`src/rtl/horizontal_rom_seq.sv`:
```
// horizontal_rom_seq
// Read sequencer that feeds the horizontal twiddle datapath. A start pulse
// launches a walk over STAGE_NUM stages. Each stage issues 2^DCNT_BP4 ROM reads
// with an active-low chip enable. Consecutive stages are separated by
// GAP_CYCLES idle cycles so the downstream pipeline can flush.
// Optional feature: define HORIZONTAL_SEQ_STALL_EN to honour the stall input.
// When the macro is not defined, stall is ignored.
// Every output is driven straight from a register.
module horizontal_rom_seq #(
   parameter int S_WIDTH    = 4,
   parameter int DC_WIDTH   = 13,
   parameter int DCNT_BP4   = 10,
   parameter int STAGE_NUM  = 4,
   parameter int GAP_CYCLES = 4
) (
   input  logic                       clk,
   input  logic                       rst_n,
   input  logic                       start,
   input  logic                       stall,
   output logic [S_WIDTH-1:0]         state,
   output logic [DC_WIDTH:DCNT_BP4]   stage_counter,
   output logic [DCNT_BP4-1:0]        rom_addr,
   output logic [DC_WIDTH:0]          data_cnt,
   output logic                       CEN,
   output logic                       busy,
   output logic                       done
);

   localparam int SC_W = DC_WIDTH - DCNT_BP4 + 1;

   localparam logic [DCNT_BP4-1:0] ADDR_MAX   = {DCNT_BP4{1'b1}};
   localparam logic [DCNT_BP4-1:0] ADDR_ZERO  = {DCNT_BP4{1'b0}};
   localparam logic [DCNT_BP4-1:0] ADDR_INC   = DCNT_BP4'(32'd1);
   localparam logic [SC_W-1:0]     STAGE_ZERO = {SC_W{1'b0}};
   localparam logic [SC_W-1:0]     STAGE_INC  = SC_W'(32'd1);
   localparam logic [SC_W-1:0]     STAGE_LAST = SC_W'(STAGE_NUM - 1);
   localparam logic [3:0]          GAP_LOAD   = 4'(GAP_CYCLES - 1);

   typedef enum logic [S_WIDTH-1:0] {
      ST_IDLE = S_WIDTH'(32'd0),
      ST_RUN  = S_WIDTH'(32'd1),
      ST_GAP  = S_WIDTH'(32'd2),
      ST_DONE = S_WIDTH'(32'd3)
   } seq_state_t;

   seq_state_t           state_r, state_s;
   logic [SC_W-1:0]      stage_r, stage_s;
   logic [DCNT_BP4-1:0]  addr_r, addr_s;
   logic [3:0]           gap_r, gap_s;
   logic                 cen_r, cen_s;
   logic                 busy_r, busy_s;
   logic                 done_r, done_s;
   logic                 stall_eff_s;

`ifdef HORIZONTAL_SEQ_STALL_EN
   assign stall_eff_s = stall;
`else
   assign stall_eff_s = stall & 1'b0;
`endif

   // Next-state, counter and output decode. In RUN, cen_r==0 marks a cycle
   // in which the current address is actually read. Only such a cycle may
   // advance the address. A stalled cycle (cen_r==1) keeps the unread address.
   always_comb begin
      state_s = state_r;
      stage_s = stage_r;
      addr_s  = addr_r;
      gap_s   = gap_r;
      cen_s   = 1'b1;
      case (state_r)
         ST_IDLE: begin
            stage_s = STAGE_ZERO;
            addr_s  = ADDR_ZERO;
            gap_s   = 4'd0;
            if (start) begin
               state_s = ST_RUN;
               cen_s   = stall_eff_s;
            end else begin
               cen_s   = 1'b1;
            end
         end
         ST_RUN: begin
            if (!cen_r) begin
               if (addr_r == ADDR_MAX) begin
                  addr_s = ADDR_ZERO;
                  cen_s  = 1'b1;
                  if (stage_r == STAGE_LAST) begin
                     state_s = ST_DONE;
                  end else begin
                     state_s = ST_GAP;
                     gap_s   = GAP_LOAD;
                  end
               end else begin
                  addr_s = addr_r + ADDR_INC;
                  cen_s  = stall_eff_s;
               end
            end else begin
               cen_s = stall_eff_s;
            end
         end
         ST_GAP: begin
            if (stall_eff_s) begin
               cen_s = 1'b1;
            end else if (gap_r == 4'd0) begin
               state_s = ST_RUN;
               stage_s = stage_r + STAGE_INC;
               addr_s  = ADDR_ZERO;
               cen_s   = 1'b0;
            end else begin
               gap_s   = gap_r - 4'd1;
            end
         end
         ST_DONE: begin
            state_s = ST_IDLE;
            stage_s = STAGE_ZERO;
            addr_s  = ADDR_ZERO;
            gap_s   = 4'd0;
         end
         default: begin
            state_s = ST_IDLE;
            stage_s = STAGE_ZERO;
            addr_s  = ADDR_ZERO;
            gap_s   = 4'd0;
         end
      endcase
      busy_s = (state_s == ST_RUN) || (state_s == ST_GAP);
      done_s = (state_s == ST_DONE);
   end

   // State, counters and registered outputs. Reset is synchronous and high-true.
   always_ff @(posedge clk) begin
      if (rst_n) begin
         state_r <= ST_IDLE;
         stage_r <= STAGE_ZERO;
         addr_r  <= ADDR_ZERO;
         gap_r   <= 4'd0;
         cen_r   <= 1'b1;
         busy_r  <= 1'b0;
         done_r  <= 1'b0;
      end else begin
         state_r <= state_s;
         stage_r <= stage_s;
         addr_r  <= addr_s;
         gap_r   <= gap_s;
         cen_r   <= cen_s;
         busy_r  <= busy_s;
         done_r  <= done_s;
      end
   end

   assign state         = state_r;
   assign stage_counter = stage_r;
   assign rom_addr      = addr_r;
   assign data_cnt      = {stage_r, addr_r};
   assign CEN           = cen_r;
   assign busy          = busy_r;
   assign done          = done_r;

endmodule

```
`config.mk`:
```
export PLATFORM = sky130hd
export DESIGN_NAME = horizontal_rom_seq
export DESIGN_NICKNAME = d
export VERILOG_FILES = /design/src/rtl/horizontal_rom_seq.sv
export SDC_FILE = /design/constraint.sdc
export NUM_CORES = 1
export LEC_CHECK = 0
export BUFFER_PORTS_ARGS = -buffer_cell sky130_fd_sc_hd__clkbuf_2
export CAP_MARGIN = 20
export CORE_MARGIN = 3
export CORE_UTILIZATION = 50
export CTS_BUF_LIST = sky130_fd_sc_hd__clkbuf_16
export DETAILED_ROUTE_END_ITERATION = 6
export GPL_TIMING_DRIVEN = 1
export PLACE_DENSITY = 0.78
export SLEW_MARGIN = 20
export SYNTH_ARGS = -nofsm -noshare
export SYNTH_HDL_FRONTEND = slang
export SYNTH_SLANG_ARGS = --single-unit
```
`constraint.sdc`:
```
create_clock -name clk -period 2.5 [get_ports clk]
set_clock_uncertainty 0.05 [all_clocks]
set_input_delay 0.125 -clock clk [delete_from_list [all_inputs] [get_ports clk]]
set_output_delay 0.125 -clock clk [all_outputs]
set_load 0.02 [all_outputs]
```
After elaboration in Yosys (flattened, before gate mapping):

Cells that the tools add are included.
Widths: inputs -> output; s select.

* mux-type cells: 22
* reduce and logical (&&, ||, !) cells: 6
* eq/ne operators: 12
* bitwise operators: 1
* add/sub/neg operators: 3

Operator list (count)
* $mux 4: 9
* $mux 10: 3
* $pmux 10 s2: 1
* $eq 4x2->1 const B: 4
* $pmux 4 s2: 2
* $pmux 4 s3: 1
* $add 10x1->10 const B: 1
* $eq 10x10->1 const B: 1
* $ne 2x2->1 const B: 5
* $eq 4x1->1 const B: 2
* $logic_not 4->1: 2
* $mux 1: 5
* $add 4x1->4 const B: 1
* $reduce_and 2->1: 2
* $reduce_and 4->1: 1
* $sub 4x1->4 const B: 1
* $pmux 1 s3: 1
* $logic_or 1x1->1: 1
* $not 1->1: 1

* logic and storage cells: 51
* output and inout bits: 35
* input bits: 4
* register bits: 25

Depth between registers and ports, before layout:

* word-level depth: 7
* gate-level depth with buffers: 6
* mapped depth without buffers: 6

Least setup slack after synthesis:

No wires, ideal clock.

* path kind: register to register
* start: register addr_r[0], in the netlist rom_addr[0]
* end: register gap_r[0]
* arrival: 1.810 ns
* path buffers: 0
* required time: 2.390 ns
* slack: 0.580 ns
* stages on the path, launching flop included: 6
* setup time: 0.060 ns
* path through: dfxtp_1 > ha_1 > nand4b_1 > o41a_1 > nor2_2 > o221a_2

* word-level cells in the longest chain between the ends: 3

Ends and longest elaborated chain
* start, declared: line 48 `logic [DCNT_BP4-1:0] addr_r, addr_s;`
* start signal, assigned: line 143 `addr_r <= addr_s;`
* $eq 10x10->1: line 84 `if (addr_r == ADDR_MAX) begin`
* $ne 2x2->1 (no source line)
* $reduce_and 4->1 (no source line)
* end signal, assigned: line 144 `gap_r <= gap_s;`
* end, declared: line 49 `logic [3:0] gap_r, gap_s;`

Every way passes these cells.
A chain may end at the register's enable or synchronous reset.

Worst setup path after layout:

* start: register gap_r[0]
* end: register addr_r[0], in the netlist rom_addr[0]

* word-level cells in the longest chain between the ends: 3

Ends and longest elaborated chain
* $logic_not 4->1: line 104 `end else if (gap_r == 4'd0) begin`
* $ne 2x2->1 (no source line)
* $reduce_and 2->1 (no source line)

Every way passes these cells.

==> metrics <==
max-slew violations=0; layout net count=185; Vias per Instance=5.87; total placed cells including tap cells=202; overall power=793 uW; Worst Hold Launch=start; GRT Util Overall=19.2%; maxcap violations=0; num ports=39; initial antenna violation count=0; post-synthesis mux area share=0%; Post-Synth Simple-Gate Area=24.4%; # setup viols final=0; wire length of the first global-routing pass=5.09 mm; DRC errors left=0; Seq cells post-synth=25; adder-cell share of the synthesized area=3.60%; Starting DRT DRC Count=49; Setup TNS=0 ps; vias in the first global route=1068; critical path cell sequence=inv_1 -> ha_1 -> nor3b_4 -> nor2_4 -> o31ai_1 -> nor2_1; Hold Crit Class=primary input to flop; Worst Tran Pin Value=945 ps; Fin Hold WS=111 ps; crit-path max cell delay=830 ps; FMAX=440 MHz; mean area per synthesized cell=9.33 um2; Slew headroom=36.4%; top cell family by delay on the critical path=compound AO/OA/AOI/OAI gates; Port Buf Inserts=37; largest net degree at the start of global routing=16; Pleak=0.617 nW; placed instance area=1510 um2; cell area after synthesis=1390 um2; final setup margin=227 ps; post-synth top area cell=dfxtp_1; period utilisation layout=90.9%; gr ovfl total=0; Final Hold Fails=0; Synth top area share=36.0%; Die Area=3450 um2; r2r worst-path depth=6; diode count=0; synthesized instance count=149; top cells by area, synth=dfxtp_1 36%, buf_4 7.6%, a21oi_1 5.8%; clk buf depth=2; routed len/inst=15.0 um; reg-to-reg setup timing slack=230 ps; GPL Wtd Cong=0.796; Compound-Gate Fraction of Synth Area=24.1%; ANT nets after route=0; Critical-path top delay cell=o31ai_1; Startpoint Class=flop; final non-filler cell total=206; clock root buffer=clkbuf_16; Tmin final=2270 ps; worst-path fanout max=8; CTS tree=yes; number of flops mapped to enable cells by yosys=0; Horiz. Die Dim=58.7 um; RSZ-0062 raised after global routing=no; Worst-Skew Late Latency=260 ps; cts repair resizes=0; Async S/R FF share, synth=0%; Final Cell Area=1590 um2; post-cts hold buffer count=0; DRT Wirelength=3.08 mm; Num Clock Sinks=25; DRT Pass-1 Iters=4; Starting Density=54.1%; Worst EP required=2560 ps; dpl ws=227 ps; pwr/cell area=499 nW/um2; Worst Hold Path Cells=3; ys flop type=dfxtp_1; CP Data Arrival Time=2340 ps; main combinational cell family by area after synthesis=simple AND/OR/NAND/NOR gates; part of the Yosys area used for sequential elements=36.0%; Min-Delay Endpoint=CEN; share of layout cells above drive strength 1=33.5%; dpl hpwl=2.24 mm; post-synthesis xor/xnor area fraction=1.26%; Reg clk slew, reported paths=70 ps; YS warnings=0; type of the worst setup path=flop to flop; maximum VDD drop=0.000327 V; Vias=1209; Die Y=58.7 um; reg2reg end=rom_addr[0]; number of H-tree levels=1; Layout Area Growth over Synthesis=14.3%; Util after Layout=61.9%; CORE AREA=2570 um2; Post-CTS Setup Inserts=0; row count=18; CP endpoint kind=flop; Worst R2R Start=gap_r[0]; distinct cell type count of the synthesized netlist=46; CP Buf/Inv Count=1; CTS Buf Count=3; status=complete, no violations
-- power by group --
group          internal (mW)  total [mW]  switching, mW
logic                0.00782      0.0262         0.0184
clock network          0.217       0.359          0.142
registers              0.402       0.408        0.00565
total                  0.627       0.793          0.166
-- cell families (layout without fill, tap and decap cells) --
logic type               count (synthesis)  in the layout
other                                    1              2
flip-flops                              25             25
XOR/XNOR                                 2              2
adder cells (fa/ha/maj)                  4              4
AND/OR/NAND/NOR                         50             50
AO/OA/AOI/OAI                           45             45
buffers and inverters                   22             48
-- synthesized netlist by cell type, types with 2 or more instances --
| master | n |
|---|---|
| a21oi_1 | 16 |
| ha_1 | 4 |
| or3_1 | 4 |
| xor2_1 | 2 |
| o21ai_0 | 11 |
| or4b_1 | 2 |
| buf_4 | 14 |
| a2111o_1 | 2 |
| nand2_1 | 10 |
| a311oi_1 | 2 |
| nand3b_1 | 2 |
| nor2_4 | 2 |
| nand3_1 | 5 |
| inv_1 | 5 |
| o221a_2 | 2 |
| dfxtp_1 | 25 |
| nor2_1 | 8 |
| nor3_1 | 3 |
| o31ai_1 | 3 |
-- cell usage in the layout, fill, tap and decap left out, types with 2 or more instances in the layout --
| master | count |
|---|---|
| clkbuf_2 | 37 |
| dfxtp_1 | 25 |
| a21oi_1 | 16 |
| o21ai_0 | 11 |
| nand2_1 | 10 |
| nor2_1 | 8 |
| inv_1 | 5 |
| nand3_1 | 5 |
| or3_1 | 4 |
| ha_1 | 4 |
| o31ai_1 | 3 |
| nor3_1 | 3 |
| clkbuf_16 | 3 |
| or4b_1 | 2 |
| nor2_4 | 2 |
| a2111o_1 | 2 |
| a311oi_1 | 2 |
| nand3b_1 | 2 |
| xor2_1 | 2 |
| o221a_2 | 2 |
| buf_4 | 2 |
| conb_1 | 2 |
-- layout make-up --
class	instances	area [um2]
clock buffer	3	75.1
clock inverter	1	7.51
fill	228	978
inverter	5	18.8
multi-input combinational	103	749
sequential	25	500
tap	30	37.5
timing repair buffer	39	200
-- worst register-to-register path: stages (launching register included) --
cell and delay (ps):
dfxtp_1 330, inv_1 90, ha_1 170, nor3b_4 440
nor2_4 110, o31ai_1 830, nor2_1 100
-- state kept, by name, summed over array words and instances (netlist names) --
name and count:
CEN 1, busy 1, done 1, gap_r 4
rom_addr 10, stage_counter 4, state 4
-- how the worst max path moves through the flow --
stage / cells after the start / to / from
floorplan: 5 / gap_r[0] / rom_addr[0]
global placement: 6 / rom_addr[2] / gap_r[0]
detailed placement: 6 / rom_addr[2] / gap_r[0]
CTS: 6 / rom_addr[2] / gap_r[0]
global route: 6 / rom_addr[2] / gap_r[0]
finish: 6 / rom_addr[0] / gap_r[0]
-- routing by layer --
layer	GRT usage [%]	vias up	share of wire, %
li1	-	598	-
met3	2.85	5	3.9
met2	31.9	30	49
met1	24.7	576	45
met5	0	-	0
met4	8.41	0	1.7
Note: power is estimated with default switching activity, not from simulation.
